**src/rtl/sprite_pkg.sv**
```systemverilog
// sprite_pkg: shared types and constants for the sprite renderer.
//   state_t         frame-pass FSM states
//   ORIENT_*        one-hot player facing codes (anything else means down)
//   *_COLOR         fixed plot colours
//   BMP_*           BMP_H x BMP_W sprite bitmaps, index [row][col]; col 0 is the row's LSB
package sprite_pkg;

    typedef enum logic [1:0] {
        ST_IDLE,
        ST_ERASE,
        ST_DRAW,
        ST_DONE
    } state_t;

    localparam logic [3:0] ORIENT_LEFT  = 4'b1000;
    localparam logic [3:0] ORIENT_RIGHT = 4'b0100;
    localparam logic [3:0] ORIENT_UP    = 4'b0010;

    localparam logic [2:0] PLAYER_COLOR = 3'b100;
    localparam logic [2:0] ERASE_COLOR  = 3'b000;

    localparam int unsigned BMP_W = 5;
    localparam int unsigned BMP_H = 5;

    typedef logic [BMP_W-1:0] bmp_row_t;
    // Ascending row range so the patterns below read row0 first.
    typedef logic [0:BMP_H-1][BMP_W-1:0] bmp_t;

    localparam bmp_t BMP_LEFT  = '{5'b11000, 5'b11100, 5'b10011, 5'b11100, 5'b11000};
    localparam bmp_t BMP_RIGHT = '{5'b00011, 5'b00111, 5'b11001, 5'b00111, 5'b00011};
    localparam bmp_t BMP_UP    = '{5'b00100, 5'b00100, 5'b01010, 5'b11011, 5'b11111};
    localparam bmp_t BMP_DOWN  = '{5'b11111, 5'b11011, 5'b01010, 5'b00100, 5'b00100};
    localparam bmp_t BMP_GHOST = '{5'b10001, 5'b01110, 5'b00100, 5'b01110, 5'b10001};

endpackage

```
**src/rtl/sprite_bitmap_rom.sv**
```systemverilog
// sprite_bitmap_rom: combinational sprite bitmap lookup.
//   is_player_i         1 selects a player bitmap by orientation, 0 the ghost bitmap
//   orientation_i       one-hot player facing
//   sx_i, sy_i          column / row within the sprite box
//   pixel_o             bitmap bit at (sx_i, sy_i)
//   player_color_sel_o  1 when the player colour applies, 0 for the ghost colour
module sprite_bitmap_rom
    import sprite_pkg::*;
#(
    parameter int unsigned SX_W = 3,
    parameter int unsigned SY_W = 3
) (
    input  logic            is_player_i,
    input  logic [3:0]      orientation_i,
    input  logic [SX_W-1:0] sx_i,
    input  logic [SY_W-1:0] sy_i,
    output logic            pixel_o,
    output logic            player_color_sel_o
);

    bmp_t     bmp;
    bmp_row_t row;

    always_comb begin
        bmp = BMP_GHOST;
        if (is_player_i) begin
            case (orientation_i)
                ORIENT_LEFT:  bmp = BMP_LEFT;
                ORIENT_RIGHT: bmp = BMP_RIGHT;
                ORIENT_UP:    bmp = BMP_UP;
                default:      bmp = BMP_DOWN;
            endcase
        end
    end

    assign row                = bmp[sy_i];
    assign pixel_o            = row[sx_i];
    assign player_color_sel_o = is_player_i;

endmodule

```
**src/rtl/sprite_renderer.sv**
```systemverilog
// sprite_renderer: per-frame erase/redraw of NUM_CHARS sprites onto the VGA plot port.
//   clock_50, reset        clock; synchronous active-high reset
//   start                  one-cycle frame request, ignored while busy
//   maze_orientation       player facing, one-hot
//   char_index             register-file read address (current character)
//   char_x/char_y          position of the indexed character (combinational read)
//   char_active            indexed character is to be drawn
//   char_color             ghost colour (unused for index 0)
//   busy, done             pass in progress / one-cycle end-of-pass pulse
//   vga_plot/x/y/color     registered plot strobe, pixel coordinates and colour
module sprite_renderer
    import sprite_pkg::*;
#(
    parameter int unsigned NUM_CHARS = 8,
    parameter int unsigned SPRITE_W  = 5,
    parameter int unsigned SPRITE_H  = 5,
    parameter int unsigned X_OFFSET  = 26,
    parameter int unsigned Y_OFFSET  = 1
) (
    input  logic                         clock_50,
    input  logic                         reset,
    input  logic                         start,
    input  logic [3:0]                   maze_orientation,
    output logic [$clog2(NUM_CHARS)-1:0] char_index,
    input  logic [7:0]                   char_x,
    input  logic [7:0]                   char_y,
    input  logic                         char_active,
    input  logic [2:0]                   char_color,
    output logic                         busy,
    output logic                         done,
    output logic                         vga_plot,
    output logic [7:0]                   vga_x,
    output logic [7:0]                   vga_y,
    output logic [2:0]                   vga_color
);

    localparam int unsigned IDX_W = $clog2(NUM_CHARS);
    localparam int unsigned SX_W  = $clog2(SPRITE_W);
    localparam int unsigned SY_W  = $clog2(SPRITE_H);

    if (SPRITE_W != BMP_W || SPRITE_H != BMP_H) begin : g_bad_sprite_size
        $error("sprite_renderer: SPRITE_W/SPRITE_H do not match the sprite_pkg bitmaps");
    end

    state_t             state_q;
    logic [IDX_W-1:0]   idx_q;
    logic [SX_W-1:0]    sx_q;
    logic [SY_W-1:0]    sy_q;
    logic [7:0]         prev_x_q [NUM_CHARS];
    logic [7:0]         prev_y_q [NUM_CHARS];
    logic [NUM_CHARS-1:0] prev_valid_q;
    logic               vga_plot_q;
    logic [7:0]         vga_x_q;
    logic [7:0]         vga_y_q;
    logic [2:0]         vga_color_q;

    logic               sx_last, sy_last, idx_last;
    logic               erase_skip, draw_skip, char_done;
    logic               bmp_pixel, player_color_sel;
    logic [7:0]         base_x, base_y;
    logic               plot_d;
    logic [7:0]         x_d, y_d;
    logic [2:0]         color_d;

    sprite_bitmap_rom #(
        .SX_W(SX_W),
        .SY_W(SY_W)
    ) u_rom (
        .is_player_i        (idx_q == '0),
        .orientation_i      (maze_orientation),
        .sx_i               (sx_q),
        .sy_i               (sy_q),
        .pixel_o            (bmp_pixel),
        .player_color_sel_o (player_color_sel)
    );

    assign sx_last    = (sx_q == SX_W'(SPRITE_W - 1));
    assign sy_last    = (sy_q == SY_W'(SPRITE_H - 1));
    assign idx_last   = (idx_q == IDX_W'(NUM_CHARS - 1));
    assign erase_skip = !prev_valid_q[idx_q];
    assign draw_skip  = !char_active;

    // Erase walks the box where the character was last drawn; draw uses the live position.
    assign base_x = (state_q == ST_ERASE) ? prev_x_q[idx_q] : char_x;
    assign base_y = (state_q == ST_ERASE) ? prev_y_q[idx_q] : char_y;
    assign x_d    = base_x + 8'(sx_q) + 8'(X_OFFSET);
    assign y_d    = base_y + 8'(sy_q) + 8'(Y_OFFSET);

    always_comb begin
        plot_d    = 1'b0;
        color_d   = ERASE_COLOR;
        char_done = 1'b0;
        case (state_q)
            ST_ERASE: begin
                plot_d    = !erase_skip;
                char_done = erase_skip || (sx_last && sy_last);
            end
            ST_DRAW: begin
                plot_d    = !draw_skip && bmp_pixel;
                color_d   = player_color_sel ? PLAYER_COLOR : char_color;
                char_done = draw_skip || (sx_last && sy_last);
            end
            default: ;
        endcase
    end

    always_ff @(posedge clock_50) begin
        if (reset) begin
            state_q      <= ST_IDLE;
            idx_q        <= '0;
            sx_q         <= '0;
            sy_q         <= '0;
            prev_valid_q <= '0;
            for (int unsigned i = 0; i < NUM_CHARS; i++) begin
                prev_x_q[i] <= '0;
                prev_y_q[i] <= '0;
            end
            vga_plot_q   <= 1'b0;
            vga_x_q      <= '0;
            vga_y_q      <= '0;
            vga_color_q  <= '0;
        end else begin
            vga_plot_q <= plot_d;
            if (plot_d) begin
                vga_x_q     <= x_d;
                vga_y_q     <= y_d;
                vga_color_q <= color_d;
            end

            unique case (state_q)
                ST_IDLE: begin
                    if (start) state_q <= ST_ERASE;
                end
                ST_ERASE, ST_DRAW: begin
                    if (state_q == ST_DRAW) begin
                        if (draw_skip) begin
                            prev_valid_q[idx_q] <= 1'b0;
                        end else if (sx_q == '0 && sy_q == '0) begin
                            prev_x_q[idx_q]     <= char_x;
                            prev_y_q[idx_q]     <= char_y;
                            prev_valid_q[idx_q] <= 1'b1;
                        end
                    end
                    if (char_done) begin
                        sx_q <= '0;
                        sy_q <= '0;
                        if (idx_last) begin
                            idx_q   <= '0;
                            state_q <= (state_q == ST_ERASE) ? ST_DRAW : ST_DONE;
                        end else begin
                            idx_q <= idx_q + 1'b1;
                        end
                    end else if (sx_last) begin
                        sx_q <= '0;
                        sy_q <= sy_q + 1'b1;
                    end else begin
                        sx_q <= sx_q + 1'b1;
                    end
                end
                ST_DONE: state_q <= ST_IDLE;
            endcase
        end
    end

    assign char_index = idx_q;
    assign busy       = (state_q != ST_IDLE);
    assign done       = (state_q == ST_DONE);
    assign vga_plot   = vga_plot_q;
    assign vga_x      = vga_x_q;
    assign vga_y      = vga_y_q;
    assign vga_color  = vga_color_q;

endmodule

```
**config.mk**
```make
export PLATFORM = sky130hd
export DESIGN_NAME = sprite_renderer
export DESIGN_NICKNAME = d
export VERILOG_FILES = /design/src/rtl/sprite_pkg.sv /design/src/rtl/sprite_bitmap_rom.sv /design/src/rtl/sprite_renderer.sv
export SDC_FILE = /design/constraint.sdc
export NUM_CORES = 1
export LEC_CHECK = 0
export ABC_AREA = 1
export CAP_MARGIN = 0
export CORE_ASPECT_RATIO = 1.75
export CORE_MARGIN = 8
export CORE_UTILIZATION = 45
export DETAILED_ROUTE_END_ITERATION = 6
export DONT_BUFFER_PORTS = 1
export PLACE_DENSITY = 0.72
export SYNTH_ARGS = -nofsm -noshare
export SYNTH_HDL_FRONTEND = slang
export SYNTH_SLANG_ARGS = --single-unit
```
**constraint.sdc**
```tcl
create_clock -name clock_50 -period 4.9 [get_ports clock_50]
set_input_delay 1.47 -clock clock_50 [delete_from_list [all_inputs] [get_ports clock_50]]
set_output_delay 1.47 -clock clock_50 [all_outputs]
set_load 0.01 [all_outputs]
```
=== Word-level counts from Yosys, hierarchy flattened ===
Memory sizes are Yosys's and may differ from the RTL's. A register that Yosys moved wholly into a read port is not among the register bits.
Index checks and enable logic that the tools add are counted.

* Reduce and logical (&&, ||, !) cells: 21
* Mux-type cells: 47
* Equality and inequality tests: 13
* Bitwise logic cells: 4
* Add/sub/neg operators: 7
* $lt $le $gt $ge: 4

{| class="wikitable"
|+ Operators by type and width
! operator !! number
|-
| one-hot mux 25 bit (3 select lines) || 1
|-
| 2-to-1 mux 8 bit || 6
|-
| 2-to-1 mux 3 bit || 13
|-
| 2-to-1 mux 25 bit || 1
|-
| adder 8 x 3 -> 8 bit || 2
|-
| OR reduction 8 bit || 2
|-
| binary-select mux 5 bit (select 3 bit) || 1
|-
| 2-to-1 mux 1 bit || 14
|-
| 2-to-1 mux 5 bit || 2
|-
| adder 3 x 1 -> 3 bit (second input constant) || 3
|-
| equality test 3 bit (second input constant) || 3
|-
| zero test 3 bit || 3
|-
| adder 8 x 1 -> 8 bit (second input constant) || 1
|-
| adder 8 x 5 -> 8 bit (second input constant) || 1
|-
| bitwise AND 8 bit || 1
|-
| less-than comparator 3 x 4 -> 1 bit (second input constant) || 2
|-
| NOT 8 bit || 1
|-
| bitwise OR 8 bit || 1
|-
| binary-select mux 1 bit (select 3 bit) || 2
|-
| 2-to-1 mux 2 bit || 3
|-
| inequality test 2 bit (second input constant) || 3
|-
| one-hot mux 2 bit (3 select lines) || 1
|-
| AND reduction 3 bit || 2
|-
| equality test 2 bit (second input constant) || 2
|-
| 17 further kinds || 25
|}

* Input bits: 27
* Memories: 2
* Logic and storage cells: 107
* Output and inout port bits: 25
* Memory bits (writable): 128
* Register bits: 39

{| class="wikitable"
|+ Memory list
! name !! words !! bits a word !! read ports !! clocked after Yosys merged registers in !! write ports !! line !! source
|-
| prev_x_q || 8 || 8 || 1 || 1 || 8 || sprite_renderer.sv:49 || <nowiki>logic [7:0] prev_x_q [NUM_CHARS];</nowiki>
|-
| prev_y_q || 8 || 8 || 1 || 1 || 8 || sprite_renderer.sv:50 || <nowiki>logic [7:0] prev_y_q [NUM_CHARS];</nowiki>
|}

=== Longest topological paths before layout ===
* Depth in word-level cells: 10
* Mapped depth: 23
* Mapped depth without buffers: 20

=== By module ===
A second synthesis with hierarchy kept.

* Cell total of the unflattened synthesis: 976
* Area, all modules: 8558.2 sq um

{| class="wikitable"
|+ By module, submodules not included
! module !! times used !! cells an instance !! sequential area each (sq um) !! area each (sq um)
|-
| sprite_renderer || 1 || 894 || 4684.5 || 8164.1
|-
| sprite_bitmap_rom || 1 || 82 || 0.0 || 394.1
|}

=== Worst setup path before layout ===
No wires, ideal clock.

* Path type: input port to flip-flop
* From: input char_x[1]
* To: register vga_x_q[7] (netlist: vga_x[7])
* Stages on the path: 16
* Library setup time: 115 ps
* Required time: 4785 ps
* Arrival time: 3483 ps
* Setup slack: 1302 ps
* Path buffers: 0
* Path through: clkinv_1 o21ai_0 inv_1 ha_1 inv_1 ha_1 inv_1 fa_1 o21ai_0 nand2_1 nand2_1 nand2_1 xnor2_1 nand3_1 nand2_1 nor2_1

* Longest elaborated chain between the ends: 3

{| class="wikitable"
|+ RTL lines
! what !! line !! source
|-
| start: declaration || sprite_renderer.sv:25 || <nowiki>input logic [7:0] char_x,</nowiki>
|-
| 2-to-1 mux 8 bit || sprite_renderer.sv:84 || <nowiki>assign base_x = (state_q == ST_ERASE) ? prev_x_q[idx_q] : char_x;</nowiki>
|-
| adder 8 x 3 -> 8 bit || sprite_renderer.sv:86 || <nowiki>assign x_d = base_x + 8'(sx_q) + 8'(X_OFFSET);</nowiki>
|-
| adder 8 x 5 -> 8 bit || sprite_renderer.sv:86 ||
|-
| end signal: assignment || sprite_renderer.sv:119 || <nowiki>vga_x_q <= '0;</nowiki>
|-
| end signal: assignment || sprite_renderer.sv:125 || <nowiki>vga_x_q <= x_d;</nowiki>
|-
| end: declaration || sprite_renderer.sv:53 || <nowiki>logic [7:0] vga_x_q;</nowiki>
|}

Every way passes these cells.
A chain may end at the register's enable or synchronous reset.

==> metrics.md <==
| Metric | Value |
|---|---|
| HPWL Detailed | between 15 and 20 mm |
| Delay-heaviest family, CP | adder cells |
| Fin util | 0.498 |
| GPL Wtd Cong | 0.952 |
| Gr ovfl total | 0 |
| Port buffer count | 0 |
| Power Dens Cells | 380 nW/um2 |
| Routed vias/inst | 5.49 |
| Die W | 121 um |
| Tot GR Track Use | 0.191 |
| Slack of the critical path | around 1.3 ns |
| Core Footprint | 19000 um2 |
| Clock sink count | between 150 and 200 |
| Most frequent CP cell | nand2_1 |
| Hold_buf cts | 0 |
| Antenna violations before repair | 0 |
| Die Footprint | 24100 um2 |
| Vias | 6600 |
| Final slew viol count | 0 |
| Final hold vios | 0 |
| Initial Utilization | 0.455 |
| Ranking of synthesized cells by area | edfxtp_1 (44%), dfxtp_1 (9.7%), nor2_1 (7.2%) |
| Crit path cell chain | inv_1, buf_4, o211ai_1, o211ai_1, o21ai_0, ha_1, ha_1, inv_1, fa_1, o21ai_0, nand2_1, nand2_1, nand2_1, xnor2_1, nand3_1, nand2_1, nor2_1 |
| Dpl ws | around 1 ns |
| Seq pwr share | 0.458 |
| Number of synthesized flops with an enable pin | 128 |
| Ports | 52 |
| Clock skew | 0.00983 ns |
| Setup TNS | 0 ns |
| Wire per inst | between 15 and 20 um |
| CP max-delay cell | dfxtp_1 |
| Clk slew on worst S/H paths | 0.06 ns |
| Global-route wire length before repair | 35.0 mm |
| Dpl cell area | 8870 um2 |
| Syn Inst Count | around 960 |
| Crit-path max cell delay | 0.70 ns |
| Peak Freq | 281 MHz |
| Synth Net Count | just over 1000 |
| WS Path Type | reg2reg |
| Nets@finish | 999 |
| Max Buffers Root-to-Sink | 2 |
| CP endpoint kind | register |
| Total Routed Length | 22.1 mm |
| Top cell type's share of synthesized area | 0.444 |
| WP buf/inv | 3 |
| Static Leak | between 0.003 and 0.004 uW |
| Post-synth ARST share | 0 |
| Sw Share | 0.282 |
| Ys flop type | edfxtp_1 |
| Yosys cell types | 36 |
| H-tree depth | 4 |
| Layout Area Growth over Synthesis | 9.33% |
| Required @ worst endpoint | 5.23 ns |
| Post-synth top area cell | edfxtp_1 |
| VDD IR max | 0.000251 V |
| CP Launch Type | register |
| Layout cells sized above 1 | 0.0801 |
| Antenna cells | 0 |
| Max_slew headroom | 0.328 |
| Max-cap violations | 0 |
| P_int | ~2600 uW |
| WHS | ~0.46 ns |
| Arrival @ worst endpoint | 3.89 ns |
| Comb pwr share | 0.159 |
| Netlist Area Pre-Place | 8670 um2 |
| CTS tree | yes |
| Min-delay worst type | reg2reg |
| CTS Buf Count | 17 |
| DRT antenna net count | 0 |
| Design area | 9470 um2 |
| CP max FO | 19 |
| Resized Gates After CTS | 0 |
| Num rows | 67 |
| Setup-failing EPs final | 0 |
| Crit path time final | 3.56 ns |
| Fin crit share | 0.727 |
| First drt pass iteration count | 5 |
| Clock root buffer | clkbuf_16 |
| Measured slew at the worst slew-check pin | 1.00 ns |
| Clock power share | 0.382 |
| Postcts setup bufs | 0 |
| Yosys warning count | 0 |
| Largest net degree at the start of global routing | 73 |
| Syn_area_per_cell | 9.05 um2 |
| Clock Latency Late Sink | 0.44 ns |
| Sequential fraction of the synthesis area | 0.541 |
| Remaining design rule violation count | 0 |
| Sw Pwr | 1010 uW |
| Number of global-route vias before repair | 6550 |
| Iteration-0 DRC Markers | 474 |
| RSZ-0062 raised after global routing | false |
| Status | complete, no violations |
| Synth Register Bits | 170 |
| Die extent in y | 200 um |
-- power groups by stage --
stage          clock network (uW)  logic [uW]  registers, uW
2_1_floorplan                   0         459           1640
3_3_place_gp                    0         564           1680
3_5_place_dp                    0         570           1680
4_1_cts                      1390         574           1650
5_1_grt                      1440         641           1660
6_report                     1380         574           1650
-- cell families after synthesis --
| logic type | synth area share |
|---|---|
| compound gates | 0.114 |
| fa+ha+maj | 0.0364 |
| buf+inv | 0.0764 |
| mux | 0.0254 |
| flops | 0.541 |
| simple gates | 0.196 |
| xor+xnor | 0.0111 |
-- synth_stat cells, types with 2 or more instances --
cell type    n
fa_1         2
nand2_4      2
buf_1        5
nand3_1     58
o22ai_1      5
xor2_1       7
buf_6        3
nor2_2       2
nor2_1     166
mux2i_1     22
buf_4        4
nand3_2     16
o21ai_1      3
nor3_1       2
clkbuf_1    21
ha_1        22
edfxtp_1   128
buf_2       13
nand4_1      3
clkinv_1    15
nand2_1    139
xnor2_1      4
nand2_2      2
o21ai_0     60
inv_1      100
o211ai_1    31
a21oi_1     71
a21oi_2      3
dfxtp_1     42
-- per-stage QoR --
step | cells | power [uW]
2_1_floorplan | 958 | 2100
3_3_place_gp | 1170 | 2240
3_5_place_dp | 1170 | 2250
4_1_cts | 1202 | 3610
5_1_grt | 1202 | 3740
6_report | 1202 | 3600
-- layer usage --
layer,track usage,wire [um],vias up
li1,-,-,3198
met1,0.191,7850,3106
met2,0.349,11700,238
met3,0.0424,1400,58
met4,0.119,1130,0
met5,0,0,-
-- cell type report --
cell class	instances	area, um2
clock buffers	19	433
clock inverters	13	169
fillers	1730	9560
inverters	116	435
multi-input cells	626	3320
flip-flops and latches	170	4690
well taps	241	302
repair buffers	17	128
-- flip-flops by register name, summed over array words and instances, names as in the netlist, named ones only --
name        count
prev_y_q       64
state_q         2
sx_q            3
char_index      3
vga_plot        1
vga_y           8
prev_x_q       64
sy_q            3
vga_color       3
vga_x           8
-- cells in the final DEF (no fill, tap or decap), types with 4 or more instances in the layout --
cell / synthesis / routed
clkinv_4: 0 / 4
clkinv_1: 15 / 16
inv_1: 100 / 100
ha_1: 22 / 22
mux2i_1: 22 / 22
nor2_1: 166 / 166
dfxtp_1: 42 / 41
o21ai_0: 60 / 60
nand2_1: 139 / 139
nand3_1: 58 / 58
nand3_2: 16 / 16
xnor2_1: 4 / 4
clkbuf_16: 0 / 17
o22ai_1: 5 / 5
edfxtp_1: 128 / 128
xor2_1: 7 / 7
buf_4: 4 / 17
o211ai_1: 31 / 31
a21oi_1: 71 / 71
-- final timing paths --
check,slack (ns),endpoint,cells past startpoint
setup / recovery,1.34,vga_x[7],17
hold / removal,0.46,register,2
setup reg to reg,1.34,vga_x[7],17
hold reg to reg,0.46,register,2
-- worst min-delay path: stages (launching register included) --
cell and delay [ns]:
dfxtp_1 0.30, inv_1 0.06, a21oi_1 0.06
No activity file was read; power rests on OpenSTA's default activity.
==> RTL change 1 (config.mk and constraints unchanged) <==
`NUM_CHARS`: 8 -> 4.
--- a/src/rtl/sprite_renderer.sv
+++ b/src/rtl/sprite_renderer.sv
@@ -11,7 +11,7 @@
 module sprite_renderer
     import sprite_pkg::*;
 #(
-    parameter int unsigned NUM_CHARS = 8,
+    parameter int unsigned NUM_CHARS = 4,
     parameter int unsigned SPRITE_W  = 5,
     parameter int unsigned SPRITE_H  = 5,
     parameter int unsigned X_OFFSET  = 26,
Interface: changed (resized char_index); port bits go from 52 to 51. The function was not compared with the original's and may differ.
==> RTL change 1 against the original RTL <==
- clock skew fell by 1.3 ps
- wire length is 38% lower
- setup slack worse by 140 ps
- fmax shrank 3.7%
- utilization down 0.14 points
- highest routed layer unchanged
- sequential cell count is 70 lower
- total power is 31% lower
- synthesized area fell by 38%
- design area fell by 39%
==> RTL change 1: results (changes against the original RTL) <==
- Detail Route met3 WL: 911 um (was 1400 um)
- Num CTS Buffers: 9 (was 17)
- Synth area leaders: edfxtp_1 36%, dfxtp_1 13%, nor2_1 9.0%, nand2_1 8.4%, ha_1 5.4% (was edfxtp_1 44%, dfxtp_1 9.7%, nor2_1 7.2%, nand2_1 6.0%, inv_1 4.3%)
- Logic inverters: 64 (was 116)
- Clock power frac: 26.5% (was 38.2%)
- Clk tree area frac: 4.66% (was 6.35%)
- Sequential cell area fraction in the yosys report: 49.4% (was 54.1%)
- Largest net degree at the start of global routing: 36 (was 73)
- Static leakage: 2.44 nW (was 3.75 nW)
- Clk_skew: 8.48 ps (was 9.83 ps)
- Number of synthesized flops with an enable pin: 64 (was 128)
- Seq. cell area: 2640 um2 (was 4690 um2)
- H-tree depth: 3 (was 4)
- GR Layer Usage met3: 3.79% (was 4.24%)
- Met1 WL: 4880 um (was 7850 um)
- Yosys cell types: 35 (was 36)
- CP max stage delay: 570 ps (was 700 ps)
- #FFs+latches synth: 100 (was 170)
- Met2 Wirelength: 7410 um (was 11700 um)
- Status: finished clean (unchanged)
- Share of cells above drive strength 1: 6.81% (was 8.01%)
- Worst slew pin tran: 1020 ps (was 1000 ps)
- Multi-Input Combinational: 457 (was 626)
- Non-clock buffer share: 1.18% (was 1.35%)
- Non-CTS buffers: 9 (was 17)
## RTL change 1: cell count changes after synthesis, sizes merged, moves of 9 or more
cell and delta:
mux2i -22, edfxtp -64, o21ai -10, clkinv -13, nand2 -18, a21oi -47, o22ai +9, nor3 +15
buf -16, o211ai -31, nor2 -38, inv -39, nand3 -47
## RTL change 1: worst max-delay path by stage
stage,from,endpoint,slack [ps],depth (start not counted)
floorplan,char_x[1],vga_x[7],1270,16
global placement,char_x[1],vga_x[7],1070,16
global route,flip-flop,vga_x[7],810,17
finish,flip-flop,vga_x[7],1200,17
CTS,flip-flop,vga_x[7],1210,17
detailed placement,char_x[1],vga_x[7],1020,16
## RTL change 1: metrics by stage
step	power (mW)	setup slack [ps]	utilization [%]	hold WS [ps]	std cells
6_report	2.47	1200	49.6	458	781
5_1_grt	2.61	813	49.6	499	781
4_1_cts	2.47	1210	49.6	458	781
3_5_place_dp	1.82	1020	47.3	448	765
3_3_place_gp	1.80	1070	47.3	442	765
2_1_floorplan	1.60	1270	-	433	646
==> RTL change 2 (same flow settings) <==
Made on the original files. Remove the register `vga_plot_q`: a continuous assignment takes its place, so the output `vga_plot` follows one clock earlier.
--- a/src/rtl/sprite_renderer.sv
+++ b/src/rtl/sprite_renderer.sv
@@ -115,12 +115,10 @@
                 prev_x_q[i] <= '0;
                 prev_y_q[i] <= '0;
             end
-            vga_plot_q   <= 1'b0;
             vga_x_q      <= '0;
             vga_y_q      <= '0;
             vga_color_q  <= '0;
         end else begin
-            vga_plot_q <= plot_d;
             if (plot_d) begin
                 vga_x_q     <= x_d;
                 vga_y_q     <= y_d;
@@ -162,6 +160,8 @@
         end
     end
 
+    assign vga_plot_q = plot_d;
+
     assign char_index = idx_q;
     assign busy       = (state_q != ST_IDLE);
     assign done       = (state_q == ST_DONE);
Behaviour: not the same (Yosys sat finds a counterexample within 10 cycles, from zero or initial values and one cycle with reset high).
==> RTL change 2 against the original RTL <==
- the flow now finishes with violations (design-rule violations)
- design area decreased by 0.42%
- largest cell class unchanged
- total power decreased by 1.3%
- setup slack got worse by 790 ps
- sequential cell count fell by 1
- synthesized area shrank 1.5%
- sequential share of layout area hardly changed
- non-clock buffer count is 9 higher
- wire length is 2.2% higher
- critical endpoint is now vga_plot
==> RTL change 2: results (changes against the original RTL) <==
- Top post-synthesis cells by count: 241 x nor2_1, 128 x edfxtp_1, 122 x nand2_1 (was 166 x nor2_1, 139 x nand2_1, 128 x edfxtp_1)
- Hold_ws: 470 ps (was 460 ps)
- Status: finished with violations (was finished clean)
- Sequential cell area fraction in the yosys report: 54.6% (was 54.1%)
- Slowest-stage cell, CP: a21oi_1 (was dfxtp_1)
- Synth area leaders: edfxtp_1 45%, nor2_1 11%, dfxtp_1 9.6%, nand2_1 5.4%, o21ai_0 4.8% (was edfxtp_1 44%, dfxtp_1 9.7%, nor2_1 7.2%, nand2_1 6.0%, inv_1 4.3%)
- Global-route usage over all layers: 19.3% (was 19.1%)
- VDD IR max: 0.235 mV (was 0.251 mV)
- First-pass GRT wire length: 35300 um (was 35000 um)
- Via density: 5.58 (was 5.49)
- H-tree depth: 4 (unchanged)
- Drt pass-1 iters: 7 (was 5)
- Mapped Cells: 963 (was 958)
- DRC Markers: 1 (was 0)
- Static leakage: 3.84 nW (was 3.75 nW)
- Placed Cells: 1182 (was 1170)
- CP max stage delay: 170 ps (was 700 ps)
- Clk_skew: 13.5 ps (was 9.83 ps)
- Yosys cell types: 39 (was 36)
- DR iter-0 viols: 562 (was 474)
- NumNets Final: 1014 (was 999)
- Register-to-register setup slack: 1110 ps (was 1340 ps)
- Fillers: 1716 (was 1730)
- Final wirelength: 22600 um (was 22100 um)
- Num CTS Buffers: 17 (unchanged)
- Failing checks: design-rule violations
- Crit path DAT: 2880 ps (was 3890 ps)
- Worst slew pin tran: 931 ps (was 1000 ps)
- Share of cells above drive strength 1: 10.7% (was 8.01%)
- Via Count: 6779 (was 6600)
- Reg2Reg Depth: 21 (was 17)
- Placer Congestion: 0.961 (was 0.952)
- Hpwl dp: 15300 um (was 15100 um)
- Largest net degree at the start of global routing: 47 (was 73)
## RTL change 2: changes by cell type after synthesis, moves of 13 or more
cell / unedited run / this run
a21oi_1: 71 / 23
nand2_1: 139 / 122
nand3_2: 16 / 3
o211ai_1: 31 / 12
nor2_1: 166 / 241
nor2_2: 2 / 20
nand3_1: 58 / 72
inv_1: 100 / 63
o21ai_0: 60 / 82
mux2i_1: 22 / 0
o221ai_1: 0 / 15
## RTL change 2: worst max path at each step
stage	startpoint	to	slack (ps)
2_1_floorplan	maze_orientation[0]	vga_plot	740
3_3_place_gp	maze_orientation[0]	vga_plot	610
3_5_place_dp	maze_orientation[0]	vga_plot	560
4_1_cts	maze_orientation[0]	vga_plot	560
5_1_grt	maze_orientation[2]	vga_plot	340
6_report	maze_orientation[0]	vga_plot	550
## RTL change 2: where the power goes
part | switching [mW] | leakage [nW] | internal (mW) | total [mW]
Sequential | 0.0362 | 1.65 | 1.58 | 1.62
Clock | 0.543 | 0.317 | 0.835 | 1.38
Combinational | 0.384 | 1.87 | 0.173 | 0.557
Total | 0.963 | 3.84 | 2.59 | 3.55
## RTL change 2: area by class of cell
| class | instances | share of cell area [%] |
|---|---|---|
| timing repair buffer | 26 | 2.07 |
| clock inverter | 9 | 0.836 |
| sequential | 169 | 49.5 |
| tap | 238 | 3.16 |
| clock buffer | 23 | 5.77 |
| inverter | 83 | 3.38 |
| multi-input combinational | 666 | 35.3 |
## RTL change 2: critical path: cells and delay by family
kind                   cells  cell delay (ps)
AND/OR/NAND/NOR           11             1060
buffers and inverters      1              170
AO/OA/AOI/OAI              1              170
## RTL change 2: kinds of logic (layout without fill, tap and decap cells)
group,count (synthesis),count (layout),synth area share (%)
buffers and inverters,128,141,6.34
DFF,169,169,54.6
xor gates and xnor gates,10,10,1.03
and+or+nand+nor,480,480,24.1
AOI/OAI and AO/OA,152,152,10.2
adders and majority gates,24,24,3.69
## RTL change 2: through the flow
stage	area, um2	power [mW]	setup slack (ps)	utilization, %
floorplan	8540	2.04	742	-
global placement	8810	2.18	605	47.4
detailed placement	8810	2.20	558	47.4
CTS	9430	3.55	559	50.8
global route	9430	3.68	340	50.8
finish	9430	3.55	545	50.8
## RTL change 2: routing by layer
metal | global-route usage [%] | vias up | routed length, um
li1 | - | 3224 | -
met1 | 19.1 | 3245 | 8050
met2 | 36.7 | 255 | 12300
met3 | 3.45 | 55 | 1440
met4 | 10.4 | 0 | 771
met5 | 0 | - | 0
